File: config.mk
export PLATFORM = sky130hd
export DESIGN_NAME = treemux_rr_arbiter
export DESIGN_NICKNAME = d
export VERILOG_FILES = /design/src/rtl/treemux_rr_arbiter.sv
export SDC_FILE = /design/constraint.sdc
export NUM_CORES = 1
export LEC_CHECK = 0
export CAP_MARGIN = 20
export CELL_PAD_IN_SITES_DETAIL_PLACEMENT = 1
export CELL_PAD_IN_SITES_GLOBAL_PLACEMENT = 2
export CORE_AREA = 5 5 143 213
export CTS_CLUSTER_SIZE = 28
export DETAILED_ROUTE_END_ITERATION = 12
export DIE_AREA = 0 0 148 218
export PLACE_DENSITY = 0.93
export RECOVER_POWER = 50
export SETUP_SLACK_MARGIN = 0.4
export SYNTH_ARGS = -nofsm -noshare
export SYNTH_HDL_FRONTEND = slang
export SYNTH_SLANG_ARGS = --single-unit
File: constraint.sdc
create_clock -name CLK -period 7.1 [get_ports CLK]
set_input_delay 0.71 -clock CLK [delete_from_list [all_inputs] [get_ports CLK]]
set_output_delay 0.71 -clock CLK [all_outputs]
set_load 0.02 [all_outputs]
File: src/rtl/treemux_rr_arbiter.sv
// Round-robin, packet-locking arbiter for one treemux output channel.
// Grants one requester until its last flit is accepted; output is registered.
module treemux_rr_arbiter #(
    parameter int WIDTH = 72,
    parameter int N     = 4,
    parameter int IDW   = $clog2(N)
) (
    input  logic             CLK,
    input  logic             RST,
    input  logic [WIDTH-1:0] in_data [N-1:0],
    input  logic [N-1:0]     in_valid,
    input  logic [N-1:0]     in_last,
    output logic [N-1:0]     in_ready,
    output logic [WIDTH-1:0] out_data,
    output logic             out_valid,
    output logic             out_last,
    input  logic             out_ready,
    output logic [IDW-1:0]   grant_id,
    output logic             busy
);

    typedef enum logic {
        IDLE,
        LOCKED
    } state_t;

    state_t         state;
    logic [IDW-1:0] rr_ptr;
    logic [IDW-1:0] own;

    logic           can_load;
    logic           found;
    logic [IDW-1:0] win;
    logic [IDW-1:0] sel;
    logic [IDW:0]   scan;
    logic           xfer;
    logic [IDW-1:0] sel_next;

    assign can_load = !out_valid || out_ready;

    // First valid requester at or after rr_ptr, wrapping modulo N.
    always_comb begin
        // NOTE: every combinational output gets a default first so no path leaves it unassigned (no latch).
        found = 1'b0;
        win   = '0;
        scan  = '0;
        for (int o = 0; o < N; o++) begin
            scan = {1'b0, rr_ptr} + (IDW + 1)'(o);
            if (scan >= (IDW + 1)'(N)) begin
                scan = scan - (IDW + 1)'(N);
            end
            if (!found && in_valid[scan[IDW-1:0]]) begin
                found = 1'b1;
                win   = scan[IDW-1:0];
            end
        end
    end

    always_comb begin
        in_ready = '0;
        sel      = (state == LOCKED) ? own : win;
        if (!RST && can_load && (state == LOCKED || found)) begin
            in_ready[sel] = 1'b1;
        end
    end

    assign xfer     = in_valid[sel] && in_ready[sel];
    assign sel_next = (sel == IDW'(N - 1)) ? '0 : sel + IDW'(1);
    assign busy     = (state == LOCKED) || out_valid;

    always_ff @(posedge CLK) begin
        if (RST) begin
            state     <= IDLE;
            rr_ptr    <= '0;
            own       <= '0;
            out_data  <= '0;
            out_valid <= 1'b0;
            out_last  <= 1'b0;
            grant_id  <= '0;
        end else begin
            // NOTE: sequential state uses non-blocking assignments so every register samples pre-edge values.
            if (xfer) begin
                out_data  <= in_data[sel];
                out_last  <= in_last[sel];
                out_valid <= 1'b1;
                grant_id  <= sel;
                if (in_last[sel]) begin
                    state  <= IDLE;
                    rr_ptr <= sel_next;
                end else begin
                    state <= LOCKED;
                    own   <= sel;
                end
            end else if (out_ready) begin
                out_valid <= 1'b0;
            end
        end
    end

endmodule

* Word level (Yosys, flattened, before mapping)
Cells that the tools add are included. Widths: inputs -> output; s select.
Cells by class: eq/ne operators 1, bitwise operators 1, $lt $le $gt $ge 10, reduce and logical (&&, ||, !) cells 18, add/sub/neg operators 8, muxes and demuxes 36
Operators by type and width (number):
- $bmux 72 s2 | 1
- $mux 72 | 1
- $mux 2 | 10
- $lt 2x3->1 const B | 5
- $mux 1 | 15
- $bmux 1 s2 | 7
- $ge 3x3->1 const B | 3
- $sub 2x1->2 const B | 4
- $logic_and 1x1->1 | 7
- $add 2x2->3 const B | 2
- $logic_not 1->1 | 5
- $mux 4 | 1
- $reduce_and 2->1 | 2
- $add 2x1->3 const B | 1
- $ge 2x3->1 const B | 1
- $logic_or 1x1->1 | 3
- $add 2x1->2 const B | 1
- $demux 1 s2 | 1
- $eq 2x2->1 const B | 1
- $ge 2x1->1 const B | 1
- $reduce_bool 2->1 | 1
- $not 1->1 | 1
Storage, ports and cells: register bits 81, logic and storage cells 81, output and inout bits 81, bits of input ports 299

* Longest topological paths before layout
Gate-level depths: netlist of run 1.
word-level depth 24, mapped depth 17, gate-level depth less buffers 11

* Worst setup path after synthesis of run 1
OpenSTA, ideal clock, no wires.
kind input to register, from input in_valid[2], to register out_data[10], cell stages on the path 16, path slack 3.700 ns, required time 7.030 ns, library setup time 0.070 ns, buffers on the path 5, arrival time 3.330 ns, cell sequence buf_4 > nand2b_1 > nand4b_1 > o21ai_1 > a221oi_4 > inv_2 > buf_2 > buf_1 > ha_1 > nand2_1 > a21oi_1 > o211ai_2 > buf_6 > buf_6 > a221o_1 > a21oi_1
Between the ends: longest elaborated chain between the ends 21, elaborated cells between the ends (all ways) 38, classes of those cells 2 x order compare; 26 x mux; 10 x reduce/logical
RTL lines:
- start: declaration | line 11 | input logic [N-1:0] in_valid,
- $bmux 1 s2 | line 52 | if (!found && in_valid[scan[IDW-1:0]]) begin
- $mux 1 (not written as such) | line 52
- $mux 1 | line 52
- $logic_not 1->1 | line 52
- $logic_and 1x1->1 | line 52
- $mux 1 | line 52
- $logic_not 1->1 | line 52
- $logic_and 1x1->1 | line 52
- [... 5 more ...]
- net sel[1] | line 34 | logic [IDW-1:0] sel;
- $lt 2x3->1 (not written as such) or $ge 2x1->1 (tied branches) | line 63 | in_ready[sel] = 1'b1;
- $logic_and 1x1->1 (not written as such) | line 63
- $mux 1 (not written as such) | line 63
- $demux 1 s2 | line 63
- $mux 4 | line 62 | if (!RST && can_load && (state == LOCKED || found)) begin
- $bmux 1 s2 | line 67 | assign xfer = in_valid[sel] && in_ready[sel];
- $mux 1 (not written as such) | line 67
- $logic_and 1x1->1 | line 67
- end signal: assignment | line 83 | out_data <= in_data[sel];
- end: declaration | line 14 | output logic [WIDTH-1:0] out_data,
The timed path passes the listed nets; every way through them passes the cells marked *. The select of a mux whose other input is x is not followed. A chain may end at the register's enable or synchronous reset.

* Final worst setup path of run 1
from input in_valid[2], to output in_ready[2]
Between the ends: longest elaborated chain between the ends 18, elaborated cells between the ends (all ways) 31, classes of those cells 2 x order compare; 20 x mux; 9 x reduce/logical
RTL lines:
- $bmux 1 s2 | line 52
- $mux 1 (not written as such) | line 52
- $mux 1 | line 52
- $logic_not 1->1 | line 52
- $logic_and 1x1->1 | line 52
- $mux 1 | line 52
- $logic_not 1->1 | line 52
- $logic_and 1x1->1 | line 52
- [... 2 more ...]
- $logic_and 1x1->1 | line 52
- $mux 2 | line 52
- $mux 2 | line 61 | sel = (state == LOCKED) ? own : win;
- $lt 2x3->1 (not written as such) or $ge 2x1->1 (tied branches) | line 63
- $logic_and 1x1->1 (not written as such) | line 63
- $mux 1 (not written as such) | line 63
- $demux 1 s2 | line 63
- $mux 4 (*) | line 62
- end: declaration | line 13 | output logic [N-1:0] in_ready,
Every way passes the cells marked *; elsewhere a longest branch is shown, timed or not. The select of a mux whose other input is x is not followed.

==> metrics.txt, run 1 <==
parity-gate share of the synthesized area counting xor and xnor cells=0%; core outline area=around 28000 um^2; Fin Setup TNS=0 ns; vias in the first global route=between 7k and 8k; GR met3 Demand/Resource=about 3.9%; DRC Markers=0; fraction of synthesized cell area taken by the top area cell type=27.57%; number of H-tree levels=3; area fraction in compound gates after synthesis=32.23%; combined global-route utilization of all metal layers=16.58%; Slew Viols, Final=0; Top FF cell, synth=sky130_fd_sc_hd__dfxtp_1; top-level port count=380; post-synthesis async set-or-reset flop share=0%; number of flops mapped to enable cells by yosys=0; critical path arrival=4.05 ns; hold bufs inserted after CTS=0; largest cells by area after synthesis=sky130_fd_sc_hd__dfxtp_1, sky130_fd_sc_hd__mux2i_1, sky130_fd_sc_hd__a221o_1, sky130_fd_sc_hd__a211oi_1, sky130_fd_sc_hd__and3_1; adder-cell area share of the yosys netlist=0.4255%; CTS buffer count=9; RePlAce Congestion=0.8357; final setup fails=0; Yosys warning count=0; crit path capture type=output port; Fill cells=3299; area fraction in and, or, nand and nor cells after synthesis=approximately 17%; critical path startpoint category=input pin; result of the run=complete, no violations; dominant combinational cell family by area after synthesis=compound AO/OA/AOI/OAI gates; power per standard cell area=377.4 nW/um^2; final hold violation count=0; count of cell types in the netlist=46; type of the worst setup path=input pin to output port; skew final=~0.0095 ns; Leakage=4.098 nW; Post-Route WL=28.58 mm; launch point of the worst hold path=out_data[50]$_SDFFE_PP0P_; average wire per standard cell=21.14 um; overall power consumption=about 0.0038 W; vias after detailed routing=~7.0k; Remaining Overflow, GRT=0; half-perimeter wire length of the detailed placement result=21.20 mm; Die Width=around 150 um; net count of the mapped netlist=988; clk root buf=sky130_fd_sc_hd__clkbuf_16; Antenna Nets Post-Route=0; mux contribution to synthesized area=13.17%; number of clock sinks seen by CTS=81; mean instance size in the synthesized netlist=8.560 um^2; core utilization of the finished layout=between 30% and 40%; most area-hungry cell type in the Yosys netlist=sky130_fd_sc_hd__dfxtp_1; post-DR vias/cell=5.175; post-route fraction of the period consumed by the critical path=between 60% and 70%; post-CTS setup buffers=0; CTS clk-pin slew, worst paths=~0.060 ns; highest clock rate=0.2102 GHz; FF-to-FF Start=rr_ptr[1]$_SDFFE_PP0P_; biggest fanout along the worst timing path=80; cells resized by post-CTS repair=0; pin count of the biggest net entering global routing=90; clock latency on the worst-skew pair=0.35 ns; antenna violations before repair=2; DIE AREA=about 32000 um^2; Final Net Count=1296; met1 GRT Util=about a fifth; number of cell rows=76; most used routing layer in global routing=met2; cell area after synthesis=5881 um^2; synthesized instance count=687; count of input and output buffers=379; initial standard-cell utilization of the core=20.68%; measured slew at the worst slew-check pin=1.279 ns; CP startpoint=in_valid[2]; layout cells sized above 1=4.104%; worst hold path type=flop to flop; global-route wire length before repair=41.99 mm; count of TritonRoute iterations in the first routing pass=4; maximum clock insertion buffer count=2; number of max-cap violations=0; TritonCTS clock tree=yes; #FFs+latches synth=81; overall die height=218 um; headroom to the max-slew limit=14.24%; P&R area growth vs syn=71.00%; portion of the post-synthesis area used by sequential elements=27.57%; setup repair after global routing missed its margin=false; global-route track usage on met2=29.94%; Tmin final=4.758 ns; Iter 0 DRT Violations=354; maximum vdd ir drop=0.0003119 V; Data required, critical path=roughly 6.4 ns
-- worst paths after layout --
| kind | depth (start not counted) | to | slack [ns] |
|---|---|---|---|
| worst max-delay path | 9 | in_ready[2] | 2.34 |
| worst min-delay path | 2 | out_data[50]$_SDFFE_PP0P_ | 0.46 |
| worst max register to register | 12 | out_data[1]$_SDFFE_PP0P_ | 2.85 |
| worst min register to register | 2 | out_data[50]$_SDFFE_PP0P_ | 0.46 |
-- cells in the mapped netlist (5+ instances only) --
| cell | n |
|---|---|
| sky130_fd_sc_hd__clkbuf_1 | 44 |
| sky130_fd_sc_hd__a221o_1 | 72 |
| sky130_fd_sc_hd__nor3_1 | 5 |
| sky130_fd_sc_hd__buf_4 | 10 |
| sky130_fd_sc_hd__nand3_1 | 74 |
| sky130_fd_sc_hd__a21oi_1 | 78 |
| sky130_fd_sc_hd__dfxtp_1 | 81 |
| sky130_fd_sc_hd__mux2i_1 | 74 |
| sky130_fd_sc_hd__a211oi_1 | 74 |
| sky130_fd_sc_hd__buf_6 | 14 |
| sky130_fd_sc_hd__and3_1 | 75 |
| sky130_fd_sc_hd__nor2_1 | 10 |
| sky130_fd_sc_hd__buf_2 | 21 |
| sky130_fd_sc_hd__nand2_1 | 7 |
-- layout make-up --
type | instances | area (um^2) | area share [%]
repair buffers | 390 | 3896 | 38.75
multi-input cells | 507 | 3730 | 37.09
flip-flops and latches | 81 | 1622 | 16.13
well taps | 351 | 439.2 | 4.367
clock buffers | 10 | 229.0 | 2.277
clock inverters | 5 | 105.1 | 1.045
inverters | 6 | 30.03 | 0.2986
diodes | 2 | 5.005 | 0.04977
-- placed cells by master, fill, tap and decap left out, drive strengths merged, types with 2 or more instances in the layout --
master	count
diode	2
buf	12
dlygate4sd3	77
a221o	72
nor2b	3
nand3	74
a211oi	76
inv	6
nor3b	2
nor3	5
clkdlybuf4s50	301
nand2b	2
mux2i	74
dfxtp	81
a21oi	78
o211a	3
nand2	7
a221oi	2
and3	75
clkbuf	10
bufinv	3
o21ai	4
o211ai	2
nor2	10
clkinvlp	2
ha	2
and2	2
-- metal layers --
layer | up-vias | wire length [um] | share of wire [%]
met3 | 43 | 1745 | 6.1
met4 | 0 | 925 | 3.2
met2 | 246 | 15000 | 52
li1 | 3319 | - | -
met1 | 3388 | 10910 | 38
met5 | - | 0 | 0
-- per-stage QoR --
step | hold slack [ns] | worst slack (ns) | std cells | area (um^2)
6_report | 0.4604 | 2.342 | 1352 | 10060
5_1_grt | 0.4827 | 2.113 | 1352 | 10060
3_3_place_gp | 0.4489 | 2.279 | 1334 | 9709
4_1_cts | 0.4661 | 2.370 | 1349 | 10040
3_5_place_dp | 0.4586 | 2.131 | 1334 | 9709
2_1_floorplan | 0.4468 | 3.700 | 687 | 5881
-- critical path, stage by stage --
cell and delay, ns:
sky130_fd_sc_hd__clkdlybuf4s50_1 0.60, sky130_fd_sc_hd__nand2b_1 0.21, sky130_fd_sc_hd__nand4b_1 0.10, sky130_fd_sc_hd__o21ai_0 0.46
sky130_fd_sc_hd__a221oi_4 0.21, sky130_fd_sc_hd__inv_4 0.66, sky130_fd_sc_hd__ha_1 0.30, sky130_fd_sc_hd__and2_1 0.17
sky130_fd_sc_hd__clkdlybuf4s50_1 0.62
-- registers in the layout (all words and copies together) (netlist names) --
signal and cells:
out_last 1, own 2, state 1, grant_id 2
out_valid 1, out_data 72, rr_ptr 2
-- cell families (layout without fill, tap and decap cells) --
family                     Yosys count  count (layout)
other                                0               2
buffers and inverters               99             411
DFF                                 81              81
and+or+nand+nor                    183             183
muxes                               76              76
adders and majority gates            2               2
AOI/OAI and AO/OA                  246             246
-- report_power, final --
part           leakage, nW  internal, W  total, W  switching (W)
Sequential           0.658     0.000626  0.000728       0.000102
Clock                0.155     0.000342  0.000539       0.000197
Combinational         3.28      0.00106   0.00253        0.00147
Note: power is estimated with default switching activity, not from simulation.
==> run 2: changes to the inputs <==
Settings changed: CORE_AREA 5 5 143 213 to 5 5 150 224, DIE_AREA 0 0 148 218 to 0 0 155 229, PLACE_DENSITY 0.93 to 0.86.
Clock period 7.1 ns to 4.7 ns, I/O delays scaled along.
==> run 2 against run 1 <==
The flow now finishes with violations (capacitance limit, slew limit). Global-route usage shrank 0.83 points. Worst setup slack lost 1.5 ns. Core utilization shrank 3.1 points. Register-to-register slack lost 1.7 ns. Combinational power grew 53%. Critical path type is now input pin to flop. Highest routed layer unchanged.
==> metrics.txt, run 2 (same netlist as run 1, synthesis figures left out) <==
violated checks=capacitance limit, slew limit; crit path capture type=flop; highest clock rate=0.2609 GHz; post-route fraction of the period consumed by the critical path=roughly four fifths; global-route wire length before repair=43.37 mm; core utilization of the finished layout=32.29%; Fin Setup TNS=0 ns; Post-Place Worst Slack=0.8965 ns; Leakage=4.127 nW; top routing layer in use=met4; Antenna Nets Post-Route=0; Biggest register=out_data; maximum vdd ir drop=0.0004234 V; flip-flop count of the largest register, all copies and words added=72; critical path arrival=4.03 ns; share of power burned in registers=18.9%; switching portion of total power=46.50%; Tmin final=3.832 ns; Worst Reg2Reg Path Length in Cells=9; clock latency on the worst-skew pair=0.36 ns; overall die height=roughly 230 um; average wire per standard cell=~21 um; Die Width=~160 um; count of TritonRoute iterations in the first routing pass=4; commonest non-fill, non-tap cells in the layout=sky130_fd_sc_hd__clkdlybuf4s50_1, sky130_fd_sc_hd__dfxtp_1, sky130_fd_sc_hd__a21oi_1, sky130_fd_sc_hd__dlygate4sd3_1, sky130_fd_sc_hd__and3_1; number of max-cap violations=1; DIE AREA=35500 um^2; Detail Route met3 WL=1.552 mm; internal power summed over all cells=0.003083 W; top-level port count=380; initial standard-cell utilization of the core=18.65%; Post-Route WL=29.37 mm; Iter 0 DRT Violations=341; TritonCTS clock tree=yes; relative contribution of the clock network to total power=approximately 14%; final hold violation count=0; met2 wire length=15.59 mm; Final Net Count=1297; number of clock sinks seen by CTS=81; skew final=0.008082 ns; Remaining Overflow, GRT=0; power per standard cell area=566.1 nW/um^2; CTS buffer count=9; type of the worst setup path=input pin to flop; combined global-route utilization of all metal layers=15.75%; RePlAce Congestion=0.8367; Slew Viols, Final=75; Data required, critical path=4.90 ns; CTS clk-pin slew, worst paths=0.06 ns; final setup fails=0; measured slew at the worst slew-check pin=1.524 ns; commonest non-fill, non-tap cell in the layout=sky130_fd_sc_hd__clkdlybuf4s50_1; worst hold path type=flop to flop; Met1 Routed Length=11.40 mm; pin count of the biggest net entering global routing=79; critical path startpoint category=input pin; clk root buf=sky130_fd_sc_hd__clkbuf_16; number of cell rows=80; result of the run=finished with violations; count of input and output buffers=379; core outline area=~32000 um^2; critical path depth=10; hold bufs inserted after CTS=0; post-DR vias/cell=4.876; number of H-tree levels=3; vias in the first global route=7119; post-CTS setup buffers=0; headroom to the max-slew limit=-1.632%; vias after detailed routing=6899; cells resized by post-CTS repair=0; setup repair after global routing missed its margin=false; part of the power in combinational logic=around two thirds; Slowest cell on crit path=sky130_fd_sc_hd__dlygate4sd3_1; CP bufs+invs=3; worst-case setup margin in the final layout=slightly below 0.9 ns; instance count along the most critical hold path=2; maximum clock insertion buffer count=2; antenna violations before repair=4; P&R area growth vs syn=73.11%; half-perimeter wire length of the detailed placement result=21.70 mm; slowest cell delay on critical path=0.80 ns; switching component of the power=0.002680 W; DRC Markers=0; layout cells sized above 1=4.196%; biggest fanout along the worst timing path=74; list of cells traversed by the critical path=dlygate4sd3_1 -> nand2b_1 -> nand4b_1 -> o21ai_1 -> a221oi_4 -> inv_4 -> clkbuf_2 -> a211oi_1 -> a221o_1 -> a21oi_1; Crit path max-delay family=buffers and inverters
## run 2: worst paths after layout
path	start	end	slack, ns
worst max register to register	rr_ptr[1]$_SDFFE_PP0P_	own[0]$_SDFFE_PP0P_	1.15
worst max-delay path	in_valid[2]	out_data[0]$_SDFFE_PP0P_	0.87
worst min-delay path	out_data[1]$_SDFFE_PP0P_	out_data[1]$_SDFFE_PP0P_	0.46
worst min register to register	out_data[1]$_SDFFE_PP0P_	out_data[1]$_SDFFE_PP0P_	0.46
## run 2: area by class of cell
class / count / area [um^2]
fill: 3671 / 21350
timing repair buffer: 391 / 3939
multi-input combinational: 507 / 3742
sequential: 81 / 1622
tap: 410 / 513.0
clock buffer: 14 / 264.0
clock inverter: 2 / 60.06
inverter: 6 / 30.03
antenna: 4 / 10.01
## run 2: power by group through the flow
stage / logic, W / clock network (W) / registers, W
3_3_place_gp: 0.00395 / 0 / 0.00111
5_1_grt: 0.00416 / 0.000852 / 0.00113
6_report: 0.00387 / 0.000801 / 0.00109
2_1_floorplan: 0.00233 / 0 / 0.00138
3_5_place_dp: 0.00399 / 0 / 0.00112
4_1_cts: 0.00400 / 0.000841 / 0.00111
## run 2: worst reg2reg max path, cell delays in order, from the launching register on
cell,delay (ns)
sky130_fd_sc_hd__dfxtp_1,0.59
sky130_fd_sc_hd__nand2b_1,0.20
sky130_fd_sc_hd__nand4b_1,0.10
sky130_fd_sc_hd__o21ai_1,0.37
sky130_fd_sc_hd__a221oi_4,0.19
sky130_fd_sc_hd__inv_4,0.15
sky130_fd_sc_hd__clkbuf_2,1.10
sky130_fd_sc_hd__o211a_1,0.44
sky130_fd_sc_hd__o22ai_1,0.14
sky130_fd_sc_hd__mux2i_1,0.15
## run 2: metal layers
layer	GRT usage [%]	vias to the layer above
li1	-	3326
met1	17.55	3326
met2	28.48	209
met3	3.702	38
met4	6.352	0
met5	0	-
## run 2: metrics by stage
stage	cell area [um^2]	instances	hold slack (ns)	total power, W
floorplan	5881	687	0.4468	0.003708
global placement	9848	1395	0.4491	0.005053
detailed placement	9848	1395	0.4558	0.005105
CTS	10170	1411	0.4650	0.005952
global route	10180	1415	0.4802	0.006147
finish	10180	1415	0.4617	0.005763
